File: config.mk
export PLATFORM = sky130hd
export DESIGN_NAME = matrix_load_sched_flat
export DESIGN_NICKNAME = d
export VERILOG_FILES = /design/src/rtl/matrix_load_sched_if.sv /design/src/rtl/matrix_load_sched.sv /design/src/flat_wrapper.sv
export SDC_FILE = /design/constraint.sdc
export NUM_CORES = 1
export LEC_CHECK = 0
export CORE_ASPECT_RATIO = 1.25
export CORE_UTILIZATION = 25
export CTS_BUF_LIST = sky130_fd_sc_hd__clkbuf_4
export DETAILED_ROUTE_END_ITERATION = 8
export GPL_ROUTABILITY_DRIVEN = 0
export PLACE_DENSITY = 0.62
export SLEW_MARGIN = 20
export SYNTH_ARGS = -nofsm -noshare
export SYNTH_HDL_FRONTEND = slang
export SYNTH_SLANG_ARGS = --single-unit
export TNS_END_PERCENT = 30
File: constraint.sdc
create_clock -name clk -period 1.4 [get_ports clk]
set_input_delay 0.28 -clock clk [delete_from_list [all_inputs] [get_ports clk]]
set_output_delay 0.28 -clock clk [all_outputs]
set_load 0.02 [all_outputs]
File: src/rtl/matrix_load_sched_if.sv
// Host command/data stream and operand-buffer write port of the LilME load sequencer.
// The host-side modport drives commands and data; the sequencer uses the slave modport.
interface matrix_load_sched_if;
   logic        cmd_valid;
   logic [1:0]  cmd_op;
   logic        cmd_ready;
   logic        din_valid;
   logic [31:0] din;
   logic        din_ready;
   logic        a_opcode;
   logic [31:0] a_data;
   logic        b_opcode;
   logic [31:0] b_data;
   logic        run_start;
   logic        run_done;
   logic        busy;
   logic        done;
   logic        err;
   logic        loaded_a;
   logic        loaded_b;

   modport master (
      output cmd_valid, cmd_op, din_valid, din, run_done,
      input  cmd_ready, din_ready, a_opcode, a_data, b_opcode, b_data,
             run_start, busy, done, err, loaded_a, loaded_b
   );

   modport slave (
      input  cmd_valid, cmd_op, din_valid, din, run_done,
      output cmd_ready, din_ready, a_opcode, a_data, b_opcode, b_data,
             run_start, busy, done, err, loaded_a, loaded_b
   );
endinterface

File: src/rtl/matrix_load_sched.sv
// Sequencer that streams N_WORDS words into operand buffer A or B and starts a compute
// once both operands are loaded. Only one command is in flight at a time.
//
// state       | meaning
// ------------+---------------------------------------------------------
// S_IDLE      | ready for a command
// S_LOAD_A    | accepting din words for buffer A
// S_LOAD_B    | accepting din words for buffer B
// S_RUN_START | run_start high this cycle, operand flags cleared
// S_RUN_WAIT  | waiting for run_done
module matrix_load_sched #(
   parameter int N_WORDS = 4
) (
   input logic               clk,
   input logic               n_reset,
   matrix_load_sched_if.slave bus
);
   localparam int CW = (N_WORDS > 2) ? $clog2(N_WORDS) : 1;
   localparam logic [CW-1:0] LAST = CW'(N_WORDS - 1);

   localparam logic [2:0] S_IDLE      = 3'd0;
   localparam logic [2:0] S_LOAD_A    = 3'd1;
   localparam logic [2:0] S_LOAD_B    = 3'd2;
   localparam logic [2:0] S_RUN_START = 3'd3;
   localparam logic [2:0] S_RUN_WAIT  = 3'd4;

   logic [2:0]    r_state;
   logic [CW-1:0] r_cnt;
   logic          r_a_opcode;
   logic [31:0]   r_a_data;
   logic          r_b_opcode;
   logic [31:0]   r_b_data;
   logic          r_run_start;
   logic          r_done;
   logic          r_err;
   logic          r_loaded_a;
   logic          r_loaded_b;
   logic          w_last;

   assign w_last = (r_cnt == LAST);

   always_ff @(posedge clk or negedge n_reset) begin
      if (!n_reset) begin
         r_state     <= S_IDLE;
         r_cnt       <= '0;
         r_a_opcode  <= 1'b0;
         r_a_data    <= '0;
         r_b_opcode  <= 1'b0;
         r_b_data    <= '0;
         r_run_start <= 1'b0;
         r_done      <= 1'b0;
         r_err       <= 1'b0;
         r_loaded_a  <= 1'b0;
         r_loaded_b  <= 1'b0;
      end else begin
         r_a_opcode  <= 1'b0;
         r_b_opcode  <= 1'b0;
         r_run_start <= 1'b0;
         r_done      <= 1'b0;
         case (r_state)
            S_IDLE: begin
               if (bus.cmd_valid) begin
                  case (bus.cmd_op)
                     2'b00: begin
                        r_cnt   <= '0;
                        r_state <= S_LOAD_A;
                     end
                     2'b01: begin
                        r_cnt   <= '0;
                        r_state <= S_LOAD_B;
                     end
                     2'b10: begin
                        // run_start is registered so it is high exactly in S_RUN_START
                        if (r_loaded_a && r_loaded_b) begin
                           r_run_start <= 1'b1;
                           r_state     <= S_RUN_START;
                        end else begin
                           r_err <= 1'b1;
                        end
                     end
                     default: r_err <= 1'b1;
                  endcase
               end
            end
            S_LOAD_A: begin
               if (bus.din_valid) begin
                  r_a_opcode <= 1'b1;
                  r_a_data   <= bus.din;
                  if (w_last) begin
                     r_cnt      <= '0;
                     r_loaded_a <= 1'b1;
                     r_done     <= 1'b1;
                     r_state    <= S_IDLE;
                  end else begin
                     r_cnt <= r_cnt + CW'(1);
                  end
               end
            end
            S_LOAD_B: begin
               if (bus.din_valid) begin
                  r_b_opcode <= 1'b1;
                  r_b_data   <= bus.din;
                  if (w_last) begin
                     r_cnt      <= '0;
                     r_loaded_b <= 1'b1;
                     r_done     <= 1'b1;
                     r_state    <= S_IDLE;
                  end else begin
                     r_cnt <= r_cnt + CW'(1);
                  end
               end
            end
            S_RUN_START: begin
               r_loaded_a <= 1'b0;
               r_loaded_b <= 1'b0;
               r_state    <= S_RUN_WAIT;
            end
            S_RUN_WAIT: begin
               if (bus.run_done) begin
                  r_done  <= 1'b1;
                  r_state <= S_IDLE;
               end
            end
            default: r_state <= S_IDLE;
         endcase
      end
   end

   assign bus.cmd_ready = (r_state == S_IDLE);
   assign bus.din_ready = (r_state == S_LOAD_A) || (r_state == S_LOAD_B);
   assign bus.busy      = (r_state != S_IDLE);
   assign bus.a_opcode  = r_a_opcode;
   assign bus.a_data    = r_a_data;
   assign bus.b_opcode  = r_b_opcode;
   assign bus.b_data    = r_b_data;
   assign bus.run_start = r_run_start;
   assign bus.done      = r_done;
   assign bus.err       = r_err;
   assign bus.loaded_a  = r_loaded_a;
   assign bus.loaded_b  = r_loaded_b;
endmodule

File: src/flat_wrapper.sv
// flat-port wrapper written by rule: the top's interface ports become plain ports
module matrix_load_sched_flat 
#(
   parameter int N_WORDS = 4
)
  (clk, n_reset, bus_cmd_valid, bus_cmd_op, bus_din_valid, bus_din, bus_run_done, bus_cmd_ready, bus_din_ready, bus_a_opcode, bus_a_data, bus_b_opcode, bus_b_data, bus_run_start, bus_busy, bus_done, bus_err, bus_loaded_a, bus_loaded_b);
  matrix_load_sched_if bus_i ();
  input logic clk;
  input logic n_reset;
  input wire logic [$bits(bus_i.cmd_valid)-1:0] bus_cmd_valid;
  input wire logic [$bits(bus_i.cmd_op)-1:0] bus_cmd_op;
  input wire logic [$bits(bus_i.din_valid)-1:0] bus_din_valid;
  input wire logic [$bits(bus_i.din)-1:0] bus_din;
  input wire logic [$bits(bus_i.run_done)-1:0] bus_run_done;
  output wire logic [$bits(bus_i.cmd_ready)-1:0] bus_cmd_ready;
  output wire logic [$bits(bus_i.din_ready)-1:0] bus_din_ready;
  output wire logic [$bits(bus_i.a_opcode)-1:0] bus_a_opcode;
  output wire logic [$bits(bus_i.a_data)-1:0] bus_a_data;
  output wire logic [$bits(bus_i.b_opcode)-1:0] bus_b_opcode;
  output wire logic [$bits(bus_i.b_data)-1:0] bus_b_data;
  output wire logic [$bits(bus_i.run_start)-1:0] bus_run_start;
  output wire logic [$bits(bus_i.busy)-1:0] bus_busy;
  output wire logic [$bits(bus_i.done)-1:0] bus_done;
  output wire logic [$bits(bus_i.err)-1:0] bus_err;
  output wire logic [$bits(bus_i.loaded_a)-1:0] bus_loaded_a;
  output wire logic [$bits(bus_i.loaded_b)-1:0] bus_loaded_b;
  assign bus_i.cmd_valid = bus_cmd_valid;
  assign bus_i.cmd_op = bus_cmd_op;
  assign bus_i.din_valid = bus_din_valid;
  assign bus_i.din = bus_din;
  assign bus_i.run_done = bus_run_done;
  assign bus_cmd_ready = bus_i.cmd_ready;
  assign bus_din_ready = bus_i.din_ready;
  assign bus_a_opcode = bus_i.a_opcode;
  assign bus_a_data = bus_i.a_data;
  assign bus_b_opcode = bus_i.b_opcode;
  assign bus_b_data = bus_i.b_data;
  assign bus_run_start = bus_i.run_start;
  assign bus_busy = bus_i.busy;
  assign bus_done = bus_i.done;
  assign bus_err = bus_i.err;
  assign bus_loaded_a = bus_i.loaded_a;
  assign bus_loaded_b = bus_i.loaded_b;
  matrix_load_sched #(.N_WORDS(N_WORDS)) u_core (.clk(clk), .n_reset(n_reset), .bus(bus_i));
endmodule
==> reports/qor.csv, run 1 <==
stage;metric;value;unit
sta;RSZ-0062 raised after global routing;yes;
final_layout;synthesis-to-layout area growth;50.87;%
grt;Global Route Usage Sum;12.78;%
route;antenna-violating nets left;0;
logic_synthesis;synth warn;0;
logic_synthesis;asr flop ratio synth;100.0;%
cts;Clock Sink Count;76;
setup_path;CP Max Fanout;11;
cts;clk_lat worst skew;420;ps
cts;Clock Tree Buf Depth;2;
pwr;Final Total Pwr;11.48;mW
min_path;hold crit path type;in2async;
setup_path;Crit Reg-Reg Startpoint;u_core.r_state[2];
logic_synthesis;Distinct cells, synth;31;
die;io pins;113;
route;WL per Instance;15.37;um
logic_synthesis;Synth top area share;58.44;%
setup_path;Max stage delay on crit path;470;ps
grt;initial antenna violation count;0;
sta;worst-margin pin slew;291.4;ps
cts;CTS clk-pin slew, worst paths;130;ps
grt;met1 Use GR;15.62;%
grt;busiest grt layer;met2;
logic_synthesis;Synth area leaders;dfrtp_1 58%, mux2_4 14%, mux2_2 11%;
logic_synthesis;synthesis-stage register bit count;76;
sta;headroom to the max-slew limit;80.30;%
logic_synthesis;Seq/Total Area, Yosys;58.44;%
logic_synthesis;synthesized cell area;3254;um^2
pwr;Leak;2.304;nW
setup_path;Critical Path Source;u_core.r_state[2];
logic_synthesis;Main synth FF type;dfrtp_1;
final_layout;Final Util;38.60;%
route;final wirelength;8333;um
setup_path;WP data required;1700;ps
placed_design;HPWL after detailed placement;5370;um
setup_path;kind of end point of the critical path;register;
cts;CTS tree;yes;
sta;Tmin final;1779;ps
die;Core Box Area;12720;um^2
grt;met2 Usage GRT;21.73;%
route;Residual DRC;0;
grt;GRT met3 Usage;3.068;%
die;Initial Util;25.59;%
logic_synthesis;area leader, netlist;dfrtp_1;
sta;setup tns final;-20990;ps
sta;final clock skew;20.13;ps
setup_path;startpoint types;register;
setup_path;Worst R2R End;u_core.bus.b_data[15];
cts;Max H-tree Level;3;
sta;# setup viols final;74;
die;die area;13480;um^2
grt;largest net degree at the start of global routing;25;
grt;first-pass GRT wire length;13080;um
logic_synthesis;syn_area_per_cell;16.03;um^2
sta;Slew Limit Fails;0;
route;vias;2281;
die;Die X;104.1;um
setup_path;Crit Path Class;reg2reg;
sta;fmax;0.5620;GHz
pwr;PwrDens;2338;nW/um^2
grt;vias in the first global route;2441;
logic_synthesis;commonest cells in the synthesized netlist;76 x dfrtp_1, 31 x mux2_2, 31 x mux2_4, 7 x inv_1;
die;Chip Height;129.6;um
final_layout;Antenna diodes;0;
setup_path;slowest CP cell;dfrtp_2;
final_layout;layout cells sized above 1;59.36;%
logic_synthesis;syn_nets;248;
setup_path;reg2reg path depth;7;
cts;CTS Buf Count;9;
setup_path;FF-to-FF setup slack;-380;ps
cts;Root Buffer;clkbuf_4;
job;max-cap violations;0;
grt;remaining global-route overflow;0;
status;status;finished with violations;
die;Rows;46;
sta;final hold vios;0;
route;DRT Pass-1 Iters;4;
setup_path;crit-path cells;buf_6, buf_6, nor2b_4, and3b_4, buf_6, buf_12, mux2_4;
sta;fin worst setup slack;-379.2;ps
setup_path;most frequent CP cell;buf_6;
logic_synthesis;number of cells produced by synthesis;203;
setup_path;crit path DAT;2080;ps
sta;final period utilization;127.1;%
pwr;VDD IR-drop max;1.213;mV
logic_synthesis;number of synthesized flops with an enable pin;0;
route;Vias/cell;4.208;
route;Initial DRC Count;55;
final_layout;nets;414;
placed_design;IO Port Bufs;112;
status;failing checks;setup timing;
logic_synthesis;count leader, synth;dfrtp_1;
==> worst max-delay path, delay by kind of cell (launching register included) <==
family | cells | cell delay [ps]
DFF | 1 | 470
and+or+nand+nor | 2 | 350
muxes | 1 | 310
buffers and inverters | 4 | 520
==> what timing repair did <==
| action | 4_1_cts | 5_1_grt |
|---|---|---|
| endpoints found under the hold margin | 57 | 0 |
| gates resized for setup | 290 | 42 |
| cloned | 3 | 0 |
| pin swaps | 1 | 3 |
| endpoints found under the setup margin | 143 | 103 |
| setup buffers | 18 | 7 |
| hold buffers | 1 | 0 |
==> stage by stage <==
step	setup WS [ps]	instance area, um^2	cells	hold slack (ps)
floorplan	-165.6	3266	203	-15.59
global placement	-462.0	4726	499	191.0
detailed placement	-503.8	4726	499	191.8
CTS	-379.8	4999	536	237.8
global route	-399.8	4910	542	247.3
finish	-379.2	4910	542	271.3
==> registers in the layout, indices dropped and copies added, names as in the netlist <==
signal and cells:
u_core.bus.a_data 32, u_core.r_cnt 2, u_core.bus.run_start 1, u_core.r_state 3, u_core.bus.done 1, u_core.bus.a_opcode 1
u_core.bus.err 1, u_core.bus.loaded_a 1, u_core.bus.b_data 32, u_core.bus.b_opcode 1, u_core.bus.loaded_b 1
==> layer usage <==
layer / routed length, um / vias up / share of wire, %
met2: 4110 / 82 / 49
met1: 3568 / 1143 / 43
met3: 433 / 13 / 5.2
met5: 0 / - / 0
li1: - / 1043 / -
met4: 221 / 0 / 2.7
==> worst max-delay path by stage <==
stage,endpoint,cells past startpoint,slack [ps]
after floorplan,u_core.r_state[0],5,-170
after global placement,u_core.r_state[0],5,-460
after detailed placement,u_core.r_state[0],7,-500
after CTS,u_core.bus.b_data[12],7,-380
after global routing,u_core.bus.b_data[12],7,-400
final,u_core.bus.b_data[15],7,-380
==> final cells by class <==
| cell class | instances | area [um^2] |
|---|---|---|
| fill | 1255 | 7810 |
| inverter | 7 | 26.28 |
| multi-input combinational | 110 | 1289 |
| sequential | 76 | 1906 |
| tap | 168 | 210.2 |
| clock inverter | 7 | 73.82 |
| timing repair buffer | 165 | 1338 |
| clock buffer | 9 | 67.56 |
==> logic make-up (layout without fill, tap and decap cells) <==
logic type,Yosys count,in the layout,synth area share [%]
flip-flops,76,76,58.44
multiplexers,68,68,27.03
AND/OR/NAND/NOR,25,25,4.999
buffers and inverters,17,188,4.729
AO/OA/AOI/OAI,10,10,2.230
adder cells (fa/ha/maj),6,6,2.307
XOR/XNOR,1,1,0.2692
==> cells in the final DEF (no fill, tap or decap), types with 2 or more instances in the layout <==
master,netlist,routed
clkdlybuf4s50_1,0,37
clkinvlp_4,0,3
inv_6,0,2
mux2_4,31,36
dfrtp_1,76,73
buf_16,0,2
buf_12,3,7
buf_6,4,11
clkdlybuf4s15_2,0,2
buf_4,3,36
ha_1,6,6
a21oi_1,3,3
dfrtp_2,0,3
nor3_4,1,2
clkbuf_4,0,9
mux2_1,4,4
mux2i_1,2,2
nor2_1,6,5
buf_2,0,69
nand2_1,5,5
mux2_2,31,26
inv_1,7,6
==> power by group <==
group / switching, mW / internal [mW] / total [mW] / leakage (nW)
clock: 0.808 / 0.550 / 1.36 / 0.0666
sequential: 0.569 / 3.23 / 3.80 / 0.914
combinational: 3.06 / 3.26 / 6.32 / 1.32
total: 4.44 / 7.04 / 11.5 / 2.30
Power figures use the tool's default switching activity.
==> run 2, diff against run 1 <==
- GPL_TIMING_DRIVEN: unset -> 0
==> run 2 against run 1 <==
Compared with the run above: the run still ends with setup timing left; clock power up 4%; flip-flop and latch count unchanged; register-to-register slack better by 80 ps; utilization up 0.17 points.
==> reports/qor.csv, run 2 (synthesis results as in run 1) <==
stage;metric;value;unit;change
sta;# setup viols final;72;;was 74
final_layout;footprint of the multi-input gates;1401;um^2;was 1289 um^2
pwr;Final Total Pwr;11.73;mW;was 11.48 mW
final_layout;fin cells;527;;was 542
placed_design;DP Cell Count;484;;was 499
die;Chip Height;129.6;um;unchanged
setup_path;most frequent CP cell;buf_6;;unchanged
setup_path;Max stage delay on crit path;390;ps;was 470 ps
placed_design;Post-DP Area;4622;um^2;was 4726 um^2
grt;initial antenna violation count;0;;unchanged
setup_path;startpoint types;register;;unchanged
setup_path;kind of end point of the critical path;output port;;was register
final_layout;Finished Cell Area;4931;um^2;was 4910 um^2
grt;met1 Use GR;15.85;%;was 15.62%
grt;first-pass GRT wire length;12850;um;was 13080 um
route;antenna-violating nets left;0;;unchanged
final_layout;Reg area;1903;um^2;was 1906 um^2
min_path;hold crit path type;in2async;;unchanged
cts;Clock Tree Buf Depth;2;;unchanged
die;die area;13480;um^2;unchanged
placed_design;IO Port Bufs;112;;unchanged
setup_path;WP buf/inv;3;;was 4
route;Residual DRC;0;;unchanged
cts;Max H-tree Level;3;;unchanged
route;Initial DRC Count;57;;was 55
setup_path;WP data required;1120;ps;was 1700 ps
cts;Root Buffer;clkbuf_4;;unchanged
route;WL per Instance;15.93;um;was 15.37 um
sta;Tmin final;1719;ps;was 1779 ps
die;io pins;113;;unchanged
sta;fin worst setup slack;-318.6;ps;was -379.2 ps
setup_path;slowest CP cell;dfrtp_1;;was dfrtp_2
setup_path;CP top delay family;flip-flops;;was buffers and inverters
grt;remaining global-route overflow;0;;unchanged
job;max-cap violations;0;;unchanged
die;Core Box Area;12720;um^2;unchanged
sta;final hold vios;0;;unchanged
pwr;VDD IR-drop max;0.9172;mV;was 1.213 mV
final_layout;synthesis-to-layout area growth;51.52;%;was 50.87%
grt;largest net degree at the start of global routing;51;;was 25
cts;CTS tree;yes;;unchanged
grt;GRT met3 Usage;3.672;%;was 3.068%
cts;Clock Sink Count;76;;unchanged
cts;clk_lat worst skew;430;ps;was 420 ps
setup_path;CP Max Fanout;6;;was 11
die;Die X;104.1;um;unchanged
placed_design;HPWL after detailed placement;5237;um;was 5370 um
route;vias;2231;;was 2281
grt;Global Route Usage Sum;12.47;%;was 12.78%
sta;worst hold slack;305.9;ps;was 271.3 ps
final_layout;most frequent cells in the layout;75 x dfrtp_1, 71 x buf_2, 62 x mux2_4;;was 73 x dfrtp_1, 69 x buf_2, 37 x clkdlybuf4s50_1
status;failing checks;setup timing;;unchanged
final_layout;layout cells sized above 1;59.05;%;was 59.36%
setup_path;crit-path cells;buf_6, nor3_4, inv_2, buf_6;;was buf_6, buf_6, nor2b_4, and3b_4, buf_6, buf_12, mux2_4
grt;vias in the first global route;2368;;was 2441
placed_design;Place WS;-753.0;ps;was -503.8 ps
final_layout;leading cell type in the layout, fill and taps excluded;dfrtp_1;;unchanged
sta;Slew Limit Fails;0;;unchanged
sta;final period utilization;122.8;%;was 127.1%
sta;final clock skew;16.71;ps;was 20.13 ps
setup_path;crit path DAT;1440;ps;was 2080 ps
grt;busiest grt layer;met2;;unchanged
sta;RSZ-0062 raised after global routing;yes;;unchanged
route;Vias/cell;4.233;;was 4.208
sta;worst-margin pin slew;397.8;ps;was 291.4 ps
die;Initial Util;25.59;%;unchanged
final_layout;nets;399;;was 414
sta;fmax;0.5819;GHz;was 0.5620 GHz
route;final wirelength;8395;um;was 8333 um
status;status;finished with violations;;unchanged
grt;met2 Usage GRT;19.73;%;was 21.73%
pwr;Leak;2.359;nW;was 2.304 nW
setup_path;Crit Path Class;reg2out;;was reg2reg
pwr;PwrDens;2380;nW/um^2;was 2338 nW/um^2
cts;CTS clk-pin slew, worst paths;140;ps;was 130 ps
die;Rows;46;;unchanged
final_layout;fillers;1234;;was 1255
route;DRT Pass-1 Iters;4;;unchanged
cts;CTS Buf Count;9;;unchanged
final_layout;Antenna diodes;0;;unchanged
sta;headroom to the max-slew limit;73.48;%;was 80.30%
==> run 2: metrics by stage <==
step | TNS, ps | utilization [%]
2_1_floorplan | -3778 | -
3_3_place_gp | -246170 | 36.14
3_5_place_dp | -40850 | 36.34
4_1_cts | -11960 | 37.92
5_1_grt | -15860 | 38.77
6_report | -11370 | 38.77
==> run 2: worst reg2reg max path, stage by stage (launching register included) <==
cell and delay, ps:
dfrtp_1 390, buf_6 140, buf_4 150, or2_2 310
nor2_1 130, nand4b_2 170, mux2_4 300
==> run 2: layout make-up <==
| class | count | area share, % |
|---|---|---|
| timing repair buffer | 140 | 21.80 |
| buffer | 10 | 3.426 |
| inverter | 7 | 0.5329 |
| tap | 168 | 4.263 |
| multi-input combinational | 110 | 28.42 |
| clock buffer | 10 | 1.522 |
| sequential | 76 | 38.59 |
| clock inverter | 6 | 1.446 |
==> run 2: path summary, 6_finish.rpt <==
path                                         from               endpoint  slack (ps)  cells after the start
worst max-delay path            u_core.r_state[1]               bus_busy        -320                      4
worst min-delay path                      n_reset  u_core.bus.b_data[20]         310                      2
worst max register to register  u_core.r_state[2]      u_core.r_state[0]        -300                      6
worst min register to register     u_core.bus.err         u_core.bus.err         490                      1
max in group asynchronous                 n_reset        u_core.r_cnt[0]         490                      3
min in group clk                    bus_din_valid        u_core.bus.done         360                      2
==> run 2: routing by layer <==
| metal | part of all wire (%) | routed length (um) |
|---|---|---|
| met3 | 4.9 | 410 |
| met1 | 45 | 3745 |
| met4 | 1.4 | 119 |
| met5 | 0 | 0 |
| met2 | 49 | 4120 |
==> run 2: what timing repair did <==
action,CTS,global route
cloned,1,3
gates resized for setup,333,29
setup endpoints to repair,141,88
pin swaps,4,3
setup buffers,15,7
hold buffers,1,0
hold endpoints to repair,26,0
==> run 2: where the power goes <==
part	leakage [nW]	internal, mW	switching [mW]
Clock	0.0736	0.580	0.844
Combinational	1.37	3.41	3.12
Sequential	0.917	3.23	0.556
